## src/rtl/io_port_arbiter_if.sv

```systemverilog
// Requester-side handshake bundle for io_port_arbiter.
// One instance per requester.
//   req   : transaction request (level), held until ack
//   we    : direction, 1 = write, 0 = read
//   addr  : 4-bit register address
//   wdata : write data
//   ack   : one-cycle completion pulse from the arbiter
//   rdata : read data, valid with ack, held until the next read by this requester
// The master modport is the requester view; the slave modport is the arbiter view.
interface io_port_arbiter_if;
  logic       req;
  logic       we;
  logic [3:0] addr;
  logic [7:0] wdata;
  logic       ack;
  logic [7:0] rdata;

  modport master (
    output req, we, addr, wdata,
    input  ack, rdata
  );

  modport slave (
    input  req, we, addr, wdata,
    output ack, rdata
  );
endinterface

```

## src/rtl/io_port_arbiter.sv

```systemverilog
// Two-requester round-robin arbiter for the shared 4-bit-address / 8-bit-data
// register port of the basic I/O block. Requester 0 is the AVR core's I/O
// space, requester 1 an auxiliary master. One transaction at a time: the
// winner's address/direction/data are registered onto the device port for
// ACCESS_CYCLES cycles, read data is captured on the last access cycle, and
// the winner receives a one-cycle ack.
//
// Ports
//   clk, rst_n   : clock, asynchronous active-low reset
//   m0, m1       : requester handshakes (io_port_arbiter_if.slave)
//   io_addr      : device register address (0 when idle)
//   io_data_in   : device write data (0 unless writing)
//   io_data_out  : device read data, combinational on io_addr/io_re
//   io_re, io_we : device strobes, at most one high
//   busy         : high in ACCESS and ACK
//   gnt_id       : requester currently or most recently served
//
// state  | meaning
// -------+-------------------------------------------------------------
// IDLE   | no transaction; requests sampled and arbitrated every edge
// ACCESS | device strobe active; counter runs down to 0
// ACK    | winner's ack high for one cycle; no arbitration here
module io_port_arbiter #(
  parameter int ACCESS_CYCLES = 1
) (
  input  logic             clk,
  input  logic             rst_n,
  io_port_arbiter_if.slave m0,
  io_port_arbiter_if.slave m1,
  output logic [3:0]       io_addr,
  output logic [7:0]       io_data_in,
  input  logic [7:0]       io_data_out,
  output logic             io_re,
  output logic             io_we,
  output logic             busy,
  output logic             gnt_id
);

  if (ACCESS_CYCLES < 1 || ACCESS_CYCLES > 15) begin : g_param_check
    $error("io_port_arbiter: ACCESS_CYCLES must be in 1..15");
  end

  localparam logic [3:0] CNT_LOAD = 4'(ACCESS_CYCLES - 1);

  typedef enum logic [1:0] {
    IDLE   = 2'd0,
    ACCESS = 2'd1,
    ACK    = 2'd2
  } state_t;

  state_t     state_q, state_d;
  logic [3:0] cnt_q, cnt_d;

  logic [3:0] io_addr_d;
  logic [7:0] io_data_in_d;
  logic       io_re_d, io_we_d;
  logic       busy_d, gnt_id_d;
  logic       ack0_d, ack1_d;
  logic [7:0] rdata0_d, rdata1_d;

  // Winner of an IDLE-cycle arbitration. On contention the requester that
  // was not served last wins; gnt_id resets to 1 so requester 0 takes the
  // first contention after reset.
  logic       win;
  logic       win_we;
  logic [3:0] win_addr;
  logic [7:0] win_wdata;

  assign win       = (m0.req && m1.req) ? ~gnt_id : m1.req;
  assign win_we    = win ? m1.we    : m0.we;
  assign win_addr  = win ? m1.addr  : m0.addr;
  assign win_wdata = win ? m1.wdata : m0.wdata;

  always_comb begin
    state_d      = state_q;
    cnt_d        = cnt_q;
    io_addr_d    = io_addr;
    io_data_in_d = io_data_in;
    io_re_d      = io_re;
    io_we_d      = io_we;
    busy_d       = busy;
    gnt_id_d     = gnt_id;
    ack0_d       = 1'b0;
    ack1_d       = 1'b0;
    rdata0_d     = m0.rdata;
    rdata1_d     = m1.rdata;

    case (state_q)
      IDLE: begin
        if (m0.req || m1.req) begin
          // The registered device-port outputs double as the latched
          // request, so later changes on the requester inputs are ignored.
          gnt_id_d     = win;
          cnt_d        = CNT_LOAD;
          io_addr_d    = win_addr;
          io_we_d      = win_we;
          io_re_d      = ~win_we;
          io_data_in_d = win_we ? win_wdata : 8'h00;
          busy_d       = 1'b1;
          state_d      = ACCESS;
        end
      end

      ACCESS: begin
        if (cnt_q == 4'd0) begin
          if (io_re) begin
            if (gnt_id) rdata1_d = io_data_out;
            else        rdata0_d = io_data_out;
          end
          ack0_d       = ~gnt_id;
          ack1_d       = gnt_id;
          io_addr_d    = 4'h0;
          io_data_in_d = 8'h00;
          io_re_d      = 1'b0;
          io_we_d      = 1'b0;
          state_d      = ACK;
        end else begin
          cnt_d = cnt_q - 4'd1;
        end
      end

      ACK: begin
        busy_d  = 1'b0;
        state_d = IDLE;
      end

      default: begin
        io_addr_d    = 4'h0;
        io_data_in_d = 8'h00;
        io_re_d      = 1'b0;
        io_we_d      = 1'b0;
        busy_d       = 1'b0;
        state_d      = IDLE;
      end
    endcase
  end

  always_ff @(posedge clk or negedge rst_n) begin
    if (!rst_n) begin
      state_q    <= IDLE;
      cnt_q      <= 4'd0;
      io_addr    <= 4'h0;
      io_data_in <= 8'h00;
      io_re      <= 1'b0;
      io_we      <= 1'b0;
      busy       <= 1'b0;
      gnt_id     <= 1'b1;
      m0.ack     <= 1'b0;
      m1.ack     <= 1'b0;
      m0.rdata   <= 8'h00;
      m1.rdata   <= 8'h00;
    end else begin
      state_q    <= state_d;
      cnt_q      <= cnt_d;
      io_addr    <= io_addr_d;
      io_data_in <= io_data_in_d;
      io_re      <= io_re_d;
      io_we      <= io_we_d;
      busy       <= busy_d;
      gnt_id     <= gnt_id_d;
      m0.ack     <= ack0_d;
      m1.ack     <= ack1_d;
      m0.rdata   <= rdata0_d;
      m1.rdata   <= rdata1_d;
    end
  end

endmodule

```

## src/flat_wrapper.sv

```systemverilog
// flat-port wrapper written by rule: the top's interface ports become plain ports
module io_port_arbiter_flat 
#(
  parameter int ACCESS_CYCLES = 1
)
  (clk, rst_n, io_addr, io_data_in, io_data_out, io_re, io_we, busy, gnt_id, m0_req, m0_we, m0_addr, m0_wdata, m0_ack, m0_rdata, m1_req, m1_we, m1_addr, m1_wdata, m1_ack, m1_rdata);
  io_port_arbiter_if m0_i ();
  io_port_arbiter_if m1_i ();
  input  logic clk;
  input  logic rst_n;
  output logic [3:0] io_addr;
  output logic [7:0] io_data_in;
  input  logic [7:0] io_data_out;
  output logic io_re;
  output logic io_we;
  output logic busy;
  output logic gnt_id;
  input wire logic [$bits(m0_i.req)-1:0] m0_req;
  input wire logic [$bits(m0_i.we)-1:0] m0_we;
  input wire logic [$bits(m0_i.addr)-1:0] m0_addr;
  input wire logic [$bits(m0_i.wdata)-1:0] m0_wdata;
  output wire logic [$bits(m0_i.ack)-1:0] m0_ack;
  output wire logic [$bits(m0_i.rdata)-1:0] m0_rdata;
  input wire logic [$bits(m1_i.req)-1:0] m1_req;
  input wire logic [$bits(m1_i.we)-1:0] m1_we;
  input wire logic [$bits(m1_i.addr)-1:0] m1_addr;
  input wire logic [$bits(m1_i.wdata)-1:0] m1_wdata;
  output wire logic [$bits(m1_i.ack)-1:0] m1_ack;
  output wire logic [$bits(m1_i.rdata)-1:0] m1_rdata;
  assign m0_i.req = m0_req;
  assign m0_i.we = m0_we;
  assign m0_i.addr = m0_addr;
  assign m0_i.wdata = m0_wdata;
  assign m0_ack = m0_i.ack;
  assign m0_rdata = m0_i.rdata;
  assign m1_i.req = m1_req;
  assign m1_i.we = m1_we;
  assign m1_i.addr = m1_addr;
  assign m1_i.wdata = m1_wdata;
  assign m1_ack = m1_i.ack;
  assign m1_rdata = m1_i.rdata;
  io_port_arbiter #(.ACCESS_CYCLES(ACCESS_CYCLES)) u_core (.clk(clk), .rst_n(rst_n), .m0(m0_i), .m1(m1_i), .io_addr(io_addr), .io_data_in(io_data_in), .io_data_out(io_data_out), .io_re(io_re), .io_we(io_we), .busy(busy), .gnt_id(gnt_id));
endmodule
```

## config.mk

```make
export PLATFORM = sky130hd
export DESIGN_NAME = io_port_arbiter_flat
export DESIGN_NICKNAME = d
export VERILOG_FILES = /design/src/rtl/io_port_arbiter_if.sv /design/src/rtl/io_port_arbiter.sv /design/src/flat_wrapper.sv
export SDC_FILE = /design/constraint.sdc
export NUM_CORES = 1
export LEC_CHECK = 0
export CAP_MARGIN = 0
export CORE_UTILIZATION = 39
export CTS_CLUSTER_SIZE = 24
export DETAILED_ROUTE_END_ITERATION = 8
export PLACE_DENSITY = 0.8
export SYNTH_ARGS = -nofsm -noshare
export SYNTH_HDL_FRONTEND = slang
export SYNTH_SLANG_ARGS = --single-unit
```

## constraint.sdc

```tcl
create_clock -name clk -period 2.17 [get_ports clk]
set_clock_uncertainty 0.1 [all_clocks]
set_input_delay 0.5425 -clock clk [delete_from_list [all_inputs] [get_ports clk]]
set_output_delay 0.5425 -clock clk [all_outputs]
set_load 0.01 [all_outputs]
```

After elaboration in Yosys (flattened, before gate mapping):

Index checks and enable logic that the tools add are counted.

* reductions and logical operators: 12
* bitwise gates (word level): 4
* add/subtract/negate cells: 1
* eq/ne operators: 5
* mux-type cells: 28

Operator list (count)
* $mux W8: 4
* $pmux W8 S3: 1
* $mux W4: 5
* $pmux W4 S3: 1
* $mux W1: 10
* $pmux W4 S2: 1
* $reduce_and A4 Y1: 2
* $pmux W1 S3: 2
* $reduce_and A2 Y1: 3
* $reduce_and A3 Y1: 2
* $logic_not A4 Y1: 1
* $mux W2: 2
* $ne A2 B1 Y1 const B: 2
* $not A1 Y1: 4
* $pmux W2 S2: 1
* $sub A4 B1 Y4 const B: 1
* $eq A2 B1 Y1 const B: 1
* $eq A2 B2 Y1 const B: 1
* $logic_not A2 Y1: 1
* $ne A2 B2 Y1 const B: 1
* $pmux W1 S2: 1
* $reduce_bool A2 Y1: 1
* $logic_and A1 B1 Y1: 1
* $logic_or A1 B1 Y1: 1

* register bits: 40
* word-level logic and storage cells: 62

Longest topological paths before layout:

Gate-level depths: netlist of the first run.

* depth after elaboration: 6
* depth in mapped cells: 7
* depth with buffers taken out: 5

Least setup slack after synthesis of the first run:

No wires, ideal clock.

* path kind: reg-to-reg
* start point: reg u_core.cnt_q[0]
* end point: reg u_core.m0.rdata[0]
* clock period less this slack: 2153 ps
* arrival: 1928 ps
* buffers on the path: 2
* cell stages (with the launch flop): 8
* setup slack: 17 ps
* cell sequence: dfrtp_1 inv_1 ha_1 or3b_1 buf_2 or4_4 buf_6 mux2_4

* word-level cells in the longest chain between the ends: 2

Ends and longest elaborated chain
* from (decl): RTL line io_port_arbiter.sv:52 `logic [3:0] cnt_q, cnt_d;`
* from (signal assigned): RTL line io_port_arbiter.sv:154 `cnt_q <= cnt_d;`
* $logic_not A4 Y1: RTL line io_port_arbiter.sv:105 `if (cnt_q == 4'd0) begin`
* $reduce_and A4 Y1 (no line)
* to (decl): RTL line io_port_arbiter_if.sv:25 `output ack, rdata`

Every way passes these cells.
A chain may end at the register's enable or synchronous reset.

Worst setup path after layout of the first run:

* start point: reg u_core.cnt_q[1]
* end point: reg u_core.m0.rdata[4]

Same word-level chain as after synthesis.

==> impl_results.rst, run 1 <==
.. list-table::
   :header-rows: 1

   * - Metric
     - Value
   * - Root Driver
     - clkbuf_8
   * - Max-slew headroom at the worst pin
     - 59.7%
   * - Area used by multi-input combinational logic
     - 714 µm²
   * - Worst supply voltage drop on vdd
     - 0.848 mV
   * - DRC marker count from the first detailed-route iteration
     - 87
   * - Time the worst path needs with I/O delays and setup
     - 2.10 ns
   * - Total count of max-transition violations in the final report
     - 0
   * - Standby leakage power
     - 0.00119 µW
   * - Timing-limited maximum frequency
     - 0.477 GHz
   * - Maximum Capacitance Violations
     - 0
   * - Filler cells
     - 351
   * - Initial core utilization
     - 40.9%
   * - Required arrival time at the worst endpoint
     - 2.25 ns
   * - Number of enable-type register cells in the synthesized netlist
     - 0
   * - Cts bufs inserted
     - 5
   * - Power per cell area
     - 1230 nW/µm²
   * - Num Clock Sinks
     - 40
   * - Number of cell rows
     - 24
   * - Half-perimeter wire length after detailed placement
     - 2890 µm
   * - Vias in the first global route
     - 1509
   * - Detail-routed via count per cell
     - 5.14
   * - Number of top-level design ports
     - 72
   * - Final Wtd Congestion
     - 0.840
   * - TritonCTS clock tree
     - done
   * - Min-Delay Path Class
     - primary input to asynchronous set/reset pin
   * - Class of the most critical setup path
     - register to register
   * - Setup violation total in the final timing report
     - 0
   * - Status
     - finished, final reports clean
   * - DRC errors left
     - 0
   * - Synthesis-to-finish area growth
     - 51.1%
   * - Total of buffers placed on input and output ports
     - 71
   * - Deepest clock path buffer count
     - 2
   * - DIE WIDTH
     - 70.0 µm
   * - GRT Total Usage
     - 18.3%
   * - Number of levels in the clock H-tree
     - 2
   * - Proportion of synthesized flip-flops having asynchronous set or reset
     - 100%
   * - Startpoint class of the critical path
     - register
   * - Post-route cell area
     - 2730 µm²
   * - Clock-pin slew on the worst setup and hold paths
     - 0.07 ns
   * - Count of state elements after synthesis
     - 40
   * - Area of the core
     - 4410 µm²
   * - Number of nets with antenna violations after routing
     - 0
   * - Total congestion overflow after global routing
     - 0
   * - Number of iterations in the first detailed-routing pass
     - 4
   * - Type of destination of the critical path
     - register
   * - Non-Filler Instances
     - 280
   * - Dominant register cell in the synthesized netlist
     - dfrtp_1
   * - Clock latency on the worst-skew pair
     - 0.29 ns
   * - Wire length of the first global-routing pass
     - 7030 µm
   * - Total via count in the routed design
     - 1438
   * - Die extent in y
     - 70.0 µm
   * - Setup TNS after final layout
     - 0 ns
   * - Antenna violations before repair
     - 0
   * - Final count of hold timing violations
     - 0
   * - Data arrival at the endpoint of the critical path
     - 2.18 ns
   * - Largest net degree at the start of global routing
     - 41
   * - Final worst path period share
     - 96.6%
   * - Count of antenna diodes in the layout
     - 0
   * - Netlist area before placement
     - 1800 µm²
   * - Post-Syn Instances
     - 147
   * - Syn avg cell area
     - 12.3 µm²
   * - Sequential-to-total area share from yosys stat
     - 55.5%
   * - Routed length per instance
     - 14.9 µm
   * - DP Cell Count
     - 270
   * - Actual transition at the worst max-transition pin
     - 0.604 ns
   * - Yosys synthesis warning count
     - 0
   * - Final-stage net count
     - 266
   * - Smallest setup slack after layout
     - 0.0740 ns
   * - Largest fanout of any net on the critical path
     - 8
   * - Register area
     - 1000 µm²
   * - Syn nets
     - 186
   * - Distinct cells, synth
     - 35
   * - Setup WS pre-CTS
     - 0.0674 ns
   * - Floorplan die area
     - 4900 µm²
   * - Placement-stage cell area
     - 2590 µm²
   * - Final routed wirelength across all metal layers
     - 4180 µm
   * - Share of final-layout standard cells stronger than drive strength 1
     - 18.4%
-- per-layer routing --
layer / vias to the layer above / wire length [µm] / GRT usage [%]
li1: 689 / - / -
met1: 689 / 1780 / 22.8
met2: 50 / 2030 / 28.7
met3: 10 / 270 / 6.93
met4: 0 / 105 / 7.33
met5: - / 0 / 0
-- registers in the layout, indices dropped and copies added, names as in the netlist, 2 cells and up --
register / flops
u_core.cnt_q: 4
u_core.io_addr: 4
u_core.io_data_in: 8
u_core.m0.rdata: 8
u_core.m1.rdata: 8
u_core.state_q: 2
-- cell usage after synthesis, drive strengths merged (2+ instances only) --
library cell | number | share of area (%)
dfrtp | 39 | 54
inv | 18 | 3.7
mux2 | 16 | 12
mux2i | 14 | 7.8
o32ai | 8 | 3.9
o22ai | 7 | 2.4
o21ai | 5 | 1.4
buf | 4 | 1.5
clkbuf | 4 | 0.83
nor3 | 4 | 1.4
nand3 | 3 | 0.83
nor2 | 3 | 0.62
nand2 | 2 | 0.42
nand2b | 2 | 0.69
-- cell type report --
type / count / share of cell area, %
repair buffers: 81 / 28.8
multi-input cells: 81 / 26.2
flip-flops and latches: 40 / 36.8
inverters: 18 / 2.48
clock buffers: 6 / 3.03
clock inverters: 2 / 0.367
well taps: 52 / 2.39
-- cells in the final DEF, fill, tap and decap left out --
master	netlist	final
clkdlybuf4s50_1	0	70
dfrtp_1	39	39
inv_1	18	17
mux2i_1	14	14
buf_4	0	9
mux2_2	8	8
mux2_4	8	8
o32ai_1	8	8
o22ai_1	7	7
clkbuf_8	0	6
o21ai_0	5	5
nor3_1	3	3
nor2_1	3	3
nand3_1	3	3
nand2b_1	2	2
nand2_1	2	2
clkinv_2	0	2
inv_2	0	1
nor2b_1	1	1
nor3b_1	1	1
and3_1	1	1
or3b_4	0	1
nor3_4	0	1
or2_2	1	1
o221ai_1	1	1
o31ai_1	1	1
or4_4	1	1
and2_1	1	1
a32oi_1	1	1
a21boi_1	1	1
o21bai_1	1	1
a22oi_1	1	1
a21oi_1	1	1
a31oi_1	1	1
o22a_1	1	1
ha_4	0	1
buf_2	3	1
buf_6	1	1
dfstp_2	1	1
-- worst max-delay path, stage by stage, from the launching register on --
cell and delay, ns:
dfrtp_1 0.40, inv_1 0.10, ha_4 0.14, or3b_4 0.37
or4_4 0.53, mux2_4 0.34
-- logic make-up after synthesis --
| kind of cell | Yosys count | synth area share, % |
|---|---|---|
| AOI/OAI and AO/OA | 29 | 11.4 |
| buffers and inverters | 26 | 6.03 |
| adders and majority gates | 1 | 0.693 |
| and+or+nand+nor | 21 | 6.87 |
| muxes | 30 | 19.4 |
| DFF | 40 | 55.5 |
-- path summary, 6_finish.rpt --
kind | cells past startpoint | end | from | slack [ns]
max | 5 | u_core.m0.rdata[4]$_DFFE_PN0P_ | u_core.cnt_q[1]$_DFFE_PN0P_ | 0.07
max reg2reg | 5 | u_core.m0.rdata[4]$_DFFE_PN0P_ | u_core.cnt_q[1]$_DFFE_PN0P_ | 0.07
min in group clk | 1 | u_core.m1.rdata[5]$_DFFE_PN0P_ | u_core.m1.rdata[5]$_DFFE_PN0P_ | 0.41
max in group asynchronous | 2 | u_core.gnt_id$_DFFE_PN1P_ | rst_n | 1.41
min reg2reg | 1 | u_core.m1.rdata[5]$_DFFE_PN0P_ | u_core.m1.rdata[5]$_DFFE_PN0P_ | 0.41
min | 2 | u_core.io_addr[0]$_DFFE_PN0P_ | rst_n | 0.20
-- metrics by stage --
stage	hold slack, ns	power, µW	util (%)
after global routing	0.233	3560	61.8
after floorplan	0.147	2000	-
after detailed placement	0.398	2810	58.8
final	0.195	3340	61.8
after CTS	0.211	3330	60.9
after global placement	0.389	2780	58.8
-- report_power, final --
part,leakage (µW),switching [µW],internal (µW)
registers,0.000503,177,1050
clock network,0.0000510,243,253
logic,0.000636,661,952
-- what timing repair did --
action                     CTS  global route
setup buffers                0             2
resized for setup            0             6
setup endpoints to repair    0            17
hold endpoints to repair     0             0
hold buffers                 0             0
Power figures use the tool's default switching activity.
==> run 2: changes to the inputs <==
--- a/config.mk
+++ b/config.mk
@@ -10,6 +10,8 @@
 export CTS_CLUSTER_SIZE = 24
 export DETAILED_ROUTE_END_ITERATION = 8
 export PLACE_DENSITY = 0.8
+export SKIP_CTS_REPAIR_TIMING = 1
 export SYNTH_ARGS = -nofsm -noshare
 export SYNTH_HDL_FRONTEND = slang
 export SYNTH_SLANG_ARGS = --single-unit
+export TNS_END_PERCENT = 100
==> results of run 2 <==
Final layout, timing and power as in run 1 (identical DEF).
==> run 3: changes to the inputs <==
--- a/config.mk
+++ b/config.mk
@@ -6,11 +6,14 @@
 export NUM_CORES = 1
 export LEC_CHECK = 0
 export CAP_MARGIN = 0
-export CORE_UTILIZATION = 39
+export CELL_PAD_IN_SITES_DETAIL_PLACEMENT = 1
+export CELL_PAD_IN_SITES_GLOBAL_PLACEMENT = 1
+export CORE_UTILIZATION = 30
 export CTS_CLUSTER_SIZE = 24
 export DETAILED_ROUTE_END_ITERATION = 8
 export PLACE_DENSITY = 0.8
 export SKIP_CTS_REPAIR_TIMING = 1
+export SLEW_MARGIN = 25
 export SYNTH_ARGS = -nofsm -noshare
 export SYNTH_HDL_FRONTEND = slang
 export SYNTH_SLANG_ARGS = --single-unit
==> impl_results.rst, run 3 (synthesis gave the netlist of run 1 again) <==
.. list-table::
   :header-rows: 1

   * - Metric
     - Value
   * - DRC marker count from the first detailed-route iteration
     - 59 (-32%)
   * - Largest fanout of any net on the critical path
     - 8 (unchanged)
   * - Power per cell area
     - 1280 nW/µm² (+4.3%)
   * - Root Driver
     - clkbuf_8
   * - Initial core utilization
     - 32.0% (-8.9 points)
   * - Top flop regs
     - u_core.io_data_in (8), u_core.m0.rdata (8), u_core.m1.rdata (8)
   * - DRC errors left
     - 0 (unchanged)
   * - Number of levels in the clock H-tree
     - 2 (unchanged)
   * - Non-Filler Instances
     - 301 (+7.5%)
   * - Total congestion overflow after global routing
     - 0 (unchanged)
   * - Final-stage net count
     - 268 (+0.75%)
   * - Startpoint class of the critical path
     - register
   * - Cts bufs inserted
     - 5 (unchanged)
   * - Setup violation total in the final timing report
     - 0 (unchanged)
   * - Clock-pin slew on the worst setup and hold paths
     - 0.08 ns (about the same)
   * - Number of nets with antenna violations after routing
     - 0 (unchanged)
   * - Total via count in the routed design
     - 1436 (-0.14%)
   * - Largest net degree at the start of global routing
     - 41 (unchanged)
   * - DP Cell Count
     - 291 (+7.8%)
   * - Number of cell rows
     - 27 (+13%)
   * - DIE WIDTH
     - 79.6 µm (+14%)
   * - Num Clock Sinks
     - 40 (unchanged)
   * - Actual transition at the worst max-transition pin
     - 0.599 ns (-0.00419 ns)
   * - Timing-limited maximum frequency
     - 0.464 GHz (-2.8%)
   * - Commonest cells after routing, fill and taps aside
     - clkdlybuf4s50_1 (70), dfrtp_1 (39), inv_1 (16), mux2i_1 (14), buf_4 (10)
   * - Antenna violations before repair
     - 0 (unchanged)
   * - Routed length per instance
     - 16.0 µm (+7.5%)
   * - Final routed wirelength across all metal layers
     - 4830 µm (+16%)
   * - Synthesis-to-finish area growth
     - 55.9%
   * - Standby leakage power
     - 0.00122 µW (+2.5%)
   * - RSZ-0062 raised after global routing
     - true
   * - Clock latency on the worst-skew pair
     - 0.29 ns (about the same)
   * - Class of the most critical setup path
     - register to register
   * - Smallest setup slack after layout
     - 0.0133 ns (-0.0607 ns)
   * - Detail-routed via count per cell
     - 4.77 (-7.1%)
   * - GRT Total Usage
     - 16.9% (-1.4 points)
   * - Maximum Capacitance Violations
     - 0 (unchanged)
   * - Number of iterations in the first detailed-routing pass
     - 4 (unchanged)
   * - Final worst path period share
     - 99.4% (+2.8 points)
   * - Number of top-level design ports
     - 72 (unchanged)
   * - Total count of max-transition violations in the final report
     - 0 (unchanged)
   * - Final Wtd Congestion
     - 0.764 (-9.1%)
   * - Setup WS pre-CTS
     - 0.0356 ns (-0.0317 ns)
   * - Vias in the first global route
     - 1590 (+5.4%)
   * - Time the worst path needs with I/O delays and setup
     - 2.16 ns (+0.0607 ns)
   * - Required arrival time at the worst endpoint
     - 2.25 ns (about the same)
   * - Floorplan die area
     - 6330 µm² (+29%)
   * - Max-slew headroom at the worst pin
     - 59.9% (+0.28 points)
   * - Min-Delay Path Class
     - primary input to asynchronous set/reset pin
   * - Final count of hold timing violations
     - 0 (unchanged)
   * - Deepest clock path buffer count
     - 2 (unchanged)
   * - Type of destination of the critical path
     - register
   * - Worst supply voltage drop on vdd
     - 0.620 mV (-27%)
   * - Area of the core
     - 5640 µm² (+28%)
   * - Leading cell type in the layout, fill and taps excluded
     - clkdlybuf4s50_1
   * - Data arrival at the endpoint of the critical path
     - 2.24 ns (+0.06 ns)
   * - Half-perimeter wire length after detailed placement
     - 3500 µm (+21%)
   * - Status
     - finished, final reports clean
   * - TritonCTS clock tree
     - done
   * - Wire length of the first global-routing pass
     - 8010 µm (+14%)
   * - Share of final-layout standard cells stronger than drive strength 1
     - 19.7% (+1.2 points)
   * - Count of antenna diodes in the layout
     - 0 (unchanged)
   * - Die extent in y
     - 79.6 µm (+14%)
   * - Total of buffers placed on input and output ports
     - 71 (unchanged)
## run 3: cell types whose count changed in the layout (fill, tap and decap cells not counted), sizes merged
cell	change
clkbuf	-1
bufinv	+2
buf	+2
clkinv	-2
## run 3: final cells by class
class	instances	area, µm²
sequential	40	1000
fill	593	2830
clock buffer	5	68.8
tap	72	90.1
inverter	18	67.6
timing repair buffer	83	812
multi-input combinational	81	712
clock inverter	2	60.1
## run 3: report_power, final
group | internal [µW] | switching [µW]
clock | 453 | 261
sequential | 1050 | 186
combinational | 962 | 680
## run 3: metal layers
| layer | up-vias | share of wire (%) | global-route usage [%] |
|---|---|---|---|
| met1 | 697 | 45 | 21.0 |
| met5 | - | 0 | 0 |
| met2 | 42 | 49 | 27.1 |
| met4 | 0 | 2.4 | 7.64 |
| li1 | 687 | - | - |
| met3 | 10 | 4.3 | 4.69 |
## run 3: stage by stage
| step | power, µW | TNS [ns] | utilization, % | hold slack [ns] | area (µm²) |
|---|---|---|---|---|---|
| 6_report | 3600 | 0 | 49.9 | 0.203 | 2810 |
| 5_1_grt | 3820 | -0.243 | 49.9 | 0.226 | 2810 |
| 4_1_cts | 3620 | -0.00347 | 49.1 | 0.210 | 2770 |
| 3_5_place_dp | 2890 | 0 | 46.8 | 0.395 | 2640 |
| 3_3_place_gp | 2830 | 0 | 46.8 | 0.394 | 2640 |
| 2_1_floorplan | 2000 | 0 | - | 0.147 | 1800 |
## run 3: path summary, 6_finish.rpt
| kind | start | endpoint | slack [ns] | cells past startpoint |
|---|---|---|---|---|
| max reg2reg | u_core.cnt_q[1]$_DFFE_PN0P_ | u_core.m0.rdata[6]$_DFFE_PN0P_ | 0.01 | 5 |
| min | rst_n | u_core.io_data_in[2]$_DFFE_PN0P_ | 0.20 | 2 |
| min reg2reg | u_core.m1.rdata[2]$_DFFE_PN0P_ | u_core.m1.rdata[2]$_DFFE_PN0P_ | 0.41 | 1 |
| min in group clk | u_core.m1.rdata[2]$_DFFE_PN0P_ | u_core.m1.rdata[2]$_DFFE_PN0P_ | 0.41 | 1 |
| max | u_core.cnt_q[1]$_DFFE_PN0P_ | u_core.m0.rdata[6]$_DFFE_PN0P_ | 0.01 | 5 |
| max in group asynchronous | rst_n | u_core.gnt_id$_DFFE_PN1P_ | 1.41 | 2 |
## run 3: worst max-delay path, stage by stage (launching register included)
cell	delay, ns
dfrtp_1	0.41
inv_2	0.08
ha_4	0.13
or3b_4	0.37
or4_4	0.61
mux2_4	0.34
